--- src/rtl/ac_pkg.sv ---
// Shared definitions for the accumulator datapath: default widths,
// the AC operation select encoding and a strobe-count helper.
package ac_pkg;

  localparam int AC_WIDTH  = 16;
  localparam int AC_INPR_W = 8;

  typedef enum logic [2:0] {
    OP_NONE,
    OP_AND,
    OP_ADD,
    OP_LDA,
    OP_COM,
    OP_CIR,
    OP_CIL,
    OP_INP
  } ac_op_t;

  // Number of hot bits in the seven ld-qualified select strobes.
  function automatic logic [2:0] strobe_count(input logic [6:0] sel);
    logic [2:0] cnt;
    cnt = 3'd0;
    for (int i = 0; i < 7; i++) begin
      cnt = cnt + {2'b00, sel[i]};
    end
    return cnt;
  endfunction

endpackage

--- src/rtl/ac_datapath_alu.sv ---
// Combinational adder/logic unit: produces the candidate AC value and the
// carry/rotate-out bit for the selected ld-qualified operation.
module ac_datapath_alu
  import ac_pkg::*;
#(
  parameter int WIDTH  = AC_WIDTH,
  parameter int INPR_W = AC_INPR_W
) (
  input  ac_op_t             op,
  input  logic [WIDTH-1:0]   ac,
  input  logic [WIDTH-1:0]   dr,
  input  logic               e,
  input  logic [INPR_W-1:0]  inpr,
  output logic [WIDTH-1:0]   next_ac,
  output logic               next_e_carry
);

  logic [WIDTH:0] sum_ext;

  assign sum_ext = {1'b0, ac} + {1'b0, dr};

  // Operation mux; OP_NONE holds AC and passes E through unchanged.
  always_comb begin
    next_ac      = ac;
    next_e_carry = e;
    case (op)
      OP_AND: next_ac = ac & dr;
      OP_ADD: begin
        next_ac      = sum_ext[WIDTH-1:0];
        next_e_carry = sum_ext[WIDTH];
      end
      OP_LDA: next_ac = dr;
      OP_COM: next_ac = ~ac;
      OP_CIR: begin
        next_ac      = {e, ac[WIDTH-1:1]};
        next_e_carry = ac[0];
      end
      OP_CIL: begin
        next_ac      = {ac[WIDTH-2:0], e};
        next_e_carry = ac[WIDTH-1];
      end
      OP_INP: next_ac = {{(WIDTH-INPR_W){1'b0}}, inpr};
      default: begin
        next_ac      = ac;
        next_e_carry = e;
      end
    endcase
  end

endmodule

--- src/rtl/ac_datapath.sv ---
// Accumulator datapath top: AC, E and status registers plus the strobe
// priority and illegal-combination detection around the ALU.
module ac_datapath
  import ac_pkg::*;
#(
  parameter int WIDTH  = AC_WIDTH,
  parameter int INPR_W = AC_INPR_W
) (
  input  logic              clk,
  input  logic              rst,
  input  logic              and_op,
  input  logic              add_op,
  input  logic              lda_op,
  input  logic              com_op,
  input  logic              cir_op,
  input  logic              cil_op,
  input  logic              inp_op,
  input  logic              ld,
  input  logic              inc_op,
  input  logic              clr_op,
  input  logic              cle_op,
  input  logic              cme_op,
  input  logic [WIDTH-1:0]  dr,
  input  logic [INPR_W-1:0] inpr,
  output logic [WIDTH-1:0]  ac,
  output logic              e,
  output logic              ac_zero,
  output logic              ac_neg,
  output logic              op_err
);

  logic [6:0]       sel;
  logic [2:0]       sel_cnt;
  ac_op_t           op;
  logic [WIDTH-1:0] alu_ac;
  logic             alu_e;
  logic             carry_op;
  logic [WIDTH-1:0] next_ac;
  logic             next_e;
  logic             err_now;

  assign sel     = {and_op, add_op, lda_op, com_op, cir_op, cil_op, inp_op};
  assign sel_cnt = strobe_count(sel);

  // Priority-select the ALU operation; only meaningful while ld is high.
  always_comb begin
    op = OP_NONE;
    if (ld) begin
      if (and_op)      op = OP_AND;
      else if (add_op) op = OP_ADD;
      else if (lda_op) op = OP_LDA;
      else if (com_op) op = OP_COM;
      else if (cir_op) op = OP_CIR;
      else if (cil_op) op = OP_CIL;
      else if (inp_op) op = OP_INP;
      else             op = OP_NONE;
    end
  end

  ac_datapath_alu #(
    .WIDTH  (WIDTH),
    .INPR_W (INPR_W)
  ) u_alu (
    .op           (op),
    .ac           (ac),
    .dr           (dr),
    .e            (e),
    .inpr         (inpr),
    .next_ac      (alu_ac),
    .next_e_carry (alu_e)
  );

  assign carry_op = (op == OP_ADD) || (op == OP_CIR) || (op == OP_CIL);

  // Next AC: clear beats load beats increment beats hold.
  always_comb begin
    next_ac = ac;
    if (clr_op)      next_ac = '0;
    else if (ld)     next_ac = alu_ac;
    else if (inc_op) next_ac = ac + {{(WIDTH-1){1'b0}}, 1'b1};
  end

  // Next E: explicit E strobes beat carry; a clear aborts the ld operation's carry.
  always_comb begin
    next_e = e;
    if (cle_op)                   next_e = 1'b0;
    else if (cme_op)              next_e = ~e;
    else if (carry_op && !clr_op) next_e = alu_e;
  end

  // Illegal strobe combinations for this cycle.
  assign err_now = (ld && (sel_cnt != 3'd1))
                 || (clr_op && (ld || inc_op))
                 || ((cle_op || cme_op) && carry_op);

  // State and status registers; status tracks the value being loaded into AC.
  always_ff @(posedge clk or posedge rst) begin
    if (rst) begin
      ac      <= '0;
      e       <= 1'b0;
      ac_zero <= 1'b1;
      ac_neg  <= 1'b0;
      op_err  <= 1'b0;
    end else begin
      ac      <= next_ac;
      e       <= next_e;
      ac_zero <= (next_ac == '0);
      ac_neg  <= next_ac[WIDTH-1];
      op_err  <= op_err | err_now;
    end
  end

endmodule

--- config.mk ---
export PLATFORM = sky130hd
export DESIGN_NAME = ac_datapath
export DESIGN_NICKNAME = d
export VERILOG_FILES = /design/src/rtl/ac_pkg.sv /design/src/rtl/ac_datapath_alu.sv /design/src/rtl/ac_datapath.sv
export SDC_FILE = /design/constraint.sdc
export NUM_CORES = 1
export LEC_CHECK = 0
export ABC_CLOCK_PERIOD_IN_PS = 4300
export BUFFER_PORTS_ARGS = -buffer_cell sky130_fd_sc_hd__buf_2
export CAP_MARGIN = 20
export CELL_PAD_IN_SITES_DETAIL_PLACEMENT = 1
export CELL_PAD_IN_SITES_GLOBAL_PLACEMENT = 1
export CORE_ASPECT_RATIO = 1.1
export CORE_UTILIZATION = 43
export CTS_BUF_LIST = sky130_fd_sc_hd__clkbuf_8
export DETAILED_ROUTE_END_ITERATION = 6
export PLACE_DENSITY = 0.83
export REMOVE_ABC_BUFFERS = 1
export SETUP_SLACK_MARGIN = 0.15
export SYNTH_ARGS = -nofsm -noshare
export SYNTH_HDL_FRONTEND = slang
export SYNTH_SLANG_ARGS = --single-unit
--- constraint.sdc ---
create_clock -name clk -period 4.3 [get_ports clk]
set_clock_uncertainty 0.15 [all_clocks]
set_input_delay 0.215 -clock clk [delete_from_list [all_inputs] [get_ports clk]]
set_output_delay 0.215 -clock clk [all_outputs]
set_load 0.02 [all_outputs]
==> flow_metrics.tcl <==
set metrics [dict create \
    cp-startpoint "ac[1]" \
    io_pins 58 \
    antenna_found_initial 0 \
    cts_resized 0 \
    endpoint_kind "flip-flop" \
    fin_crit_sh_pct 81.4 \
    syn_to_final_growth_pct 12.3 \
    grt_pass1_vias 3721 \
    n_antenna_cell 0 \
    synth.area.top_cells "dfrtp_1 14%, ha_1 6.6%, xnor2_1 5.7%" \
    peakVddDrop_mv 0.139 \
    tightest_slew_ns 1.14 \
    slew_headroom_pct 22.7 \
    r2r_start "ac[1]" \
    clk_latency_ns 0.26 \
    synthXorXnorAreaFrac_pct 7.61 \
    grt_use_total_pct 33.2 \
    seqPwrFrac_pct 29.4 \
    power-per-cell-area_mw_per_mm2 213 \
    seq_area_um2 477 \
    grt.overflow.total 0 \
    p_switching_mw 0.354 \
    synth_fa_ha_area_share_pct 9.76 \
    r2r.worst_path.cells 9 \
    routedWlPerCell_um 23.0 \
    hold_path_class "in2reg" \
    synth_area_leader_cell "dfrtp_1" \
    cts_buffers 3 \
    hold_ws_ns 0.0963 \
    synth_mux_area_share_pct 5.62 \
    synth_compound_area_share_pct 29.9 \
    multi_input_area_mm2 0.00253 \
    combPwrFrac_pct 53.4 \
    nets 525 \
    dieArea_mm2 0.00780 \
    clk_pin_slew_ns 0.08 \
    netlist_instances 418 \
    worst_ep_arrival_time_ns 3.53 \
    avgSynthCellArea_um2 7.67 \
    drc 3 \
    rows 32 \
    cp_max_fo 12 \
    cp_data_required_time_ns 4.33 \
    yosys.area_share.simple_pct 25.8 \
    vias 3723 \
    yosysSeqAreaShare_pct 14.9 \
    worstSetupEndpoint "ac_zero" \
    period_needed_ns 3.50 \
    syn_area_mm2 0.00320 \
    hold_violations 0 \
    htree_levels 1 \
    status "complete, but fails checks" \
    ctsLongestPathBuffers 2 \
    fill_cells 949 \
    rsz0062_at_grt "no" \
    fmax_mhz 286 \
    start_kind "flip-flop" \
    dpl.hpwl_mm 9.80 \
    synth_edf_count 0 \
    crit_type "reg2reg" \
    first_pass_iters 6 \
    start_util_pct 45.0 \
    ys_types 80 \
    core_mm2 0.00713 \
    reg2reg_to "ac_zero" \
    synth_top_area_share_pct 14.1 \
    reg2reg_slack_ns 0.80 \
    final_antenna_net_count 0 \
    clock_sinks 19 \
    synthFlopType "dfrtp_1" \
    dieHeight_um 92.5 \
    cts_tree "done" \
    io_buffers 57 \
    p_sw_share_pct 46.1 \
    async_reset_ff_share_pct 100 \
    finalSetupTns_ns 0 \
    layout_common_cells "57 x buf_2, 38 x nor2_1, 32 x nand2_1, 24 x a21oi_1" \
    power_frac_clock_pct 17.2 \
    synth_top_family_by_area "compound AO/OA/AOI/OAI gates" \
    yosysWarnings 0 \
    p_leak_nw 1.55 \
    layout-drive-gt1-share_pct 19.6 \
    final_common_cell "buf_2" \
    cap_violations 0 \
    die_w_um 84.3 \
    grt_pass1_wl_mm 20.1 \
    place_congestion 0.889 \
    postSynthRegisterBits 19 \
    report.final.setup_viol 0 \
    drt_iter0_drc 307 \
    root_buffer "clkbuf_8" \
    violations "DRC" \
    grt_start_max_net_pins 21 \
    p_int_mw 0.414 \
    report.final.slew_viol_count 0 \
    wl_mm 12.6 \
    routed_via_density 6.78 \
]
metal layers:
layer  global-route usage (%)  vias to the layer above  share of wire, %
met5                        0                        -                 0
met1                     42.8                     1843                42
met2                     56.2                      164                47
met3                     3.03                       36               7.3
li1                         -                     1680                 -
met4                     14.9                        0               4.5
Yosys cell counts, types with 3 or more instances:
cell	number
nand2b_1	6
buf_2	5
a221oi_1	7
nand4_1	5
buf_4	3
a21oi_1	24
mux2i_1	18
o22ai_1	3
nand2_1	32
nor3_1	11
a21o_1	3
o21a_1	3
o31a_1	6
inv_1	21
dfrtp_1	18
o221ai_1	3
a31oi_1	7
nor4_1	3
or2_2	5
and3_1	6
nand3_1	22
o21ai_0	21
clkbuf_1	14
o211ai_1	7
ha_1	17
xnor2_1	21
o2111ai_1	6
a211oi_1	5
o31ai_1	3
xor2_1	5
fa_1	5
a311oi_1	3
nor2_1	38
or3_1	4
logic make-up after synthesis:
kind of cell | Yosys count
buf+inv | 46
simple gates | 155
compound gates | 131
mux | 18
fa+ha+maj | 22
xor+xnor | 27
flops | 19
critical path, stage by stage (launching register included):
cell and delay [ns]:
dfrtp_1 0.54, fa_1 0.51, a211oi_2 0.29, o21ai_0 0.29, a31oi_1 0.30, mux2i_1 0.10, o31a_1 0.25, or2_0 0.24
or4_1 0.49, nor4_2 0.25
sequential cells by signal, indices dropped and copies added (netlist names):
name / flops
ac: 16
ac_zero: 1
e: 1
op_err: 1
through the flow:
| step | utilization [%] | power (mW) | setup WS, ns | area (um2) | cells |
|---|---|---|---|---|---|
| detailed placement | 49.6 | 0.629 | 0.818 | 3530 | 543 |
| CTS | 50.5 | 0.765 | 0.833 | 3600 | 549 |
| finish | 50.5 | 0.768 | 0.799 | 3600 | 549 |
| global placement | 49.6 | 0.614 | 0.858 | 3530 | 543 |
| global route | 50.5 | 0.813 | 0.623 | 3600 | 549 |
| floorplan | - | 0.475 | 0.943 | 3080 | 394 |
layout make-up:
type | count | area share [%]
clock buffers | 3 | 1.15
clock inverters | 1 | 0.104
inverters | 22 | 2.30
multi-input cells | 353 | 70.3
flip-flops and latches | 19 | 13.3
well taps | 85 | 2.96
repair buffers | 66 | 9.95
what timing repair did:
action	in CTS	in global routing
hold buffers	2	0
hold endpoints to repair	19	0
buffers inserted	0	0
worst min-delay path by stage:
stage | from | end | slack, ns | cells after the start
final | cme_op | e | 0.1 | 3
after global routing | cme_op | e | 0.1 | 3
after CTS | cme_op | e | 0.09 | 3
after detailed placement | cle_op | e | 0.24 | 2
after global placement | cle_op | e | 0.24 | 2
after floorplan | rst | ac[0] | 0.02 | 1
power by group through the flow:
| stage | sequential, mW | combinational [mW] | clock (mW) |
|---|---|---|---|
| 3_5_place_dp | 0.228 | 0.401 | 0 |
| 5_1_grt | 0.227 | 0.445 | 0.140 |
| 6_report | 0.225 | 0.410 | 0.132 |
| 3_3_place_gp | 0.227 | 0.387 | 0 |
| 2_1_floorplan | 0.239 | 0.235 | 0 |
| 4_1_cts | 0.224 | 0.404 | 0.137 |
(Power assumes the default switching activity.)
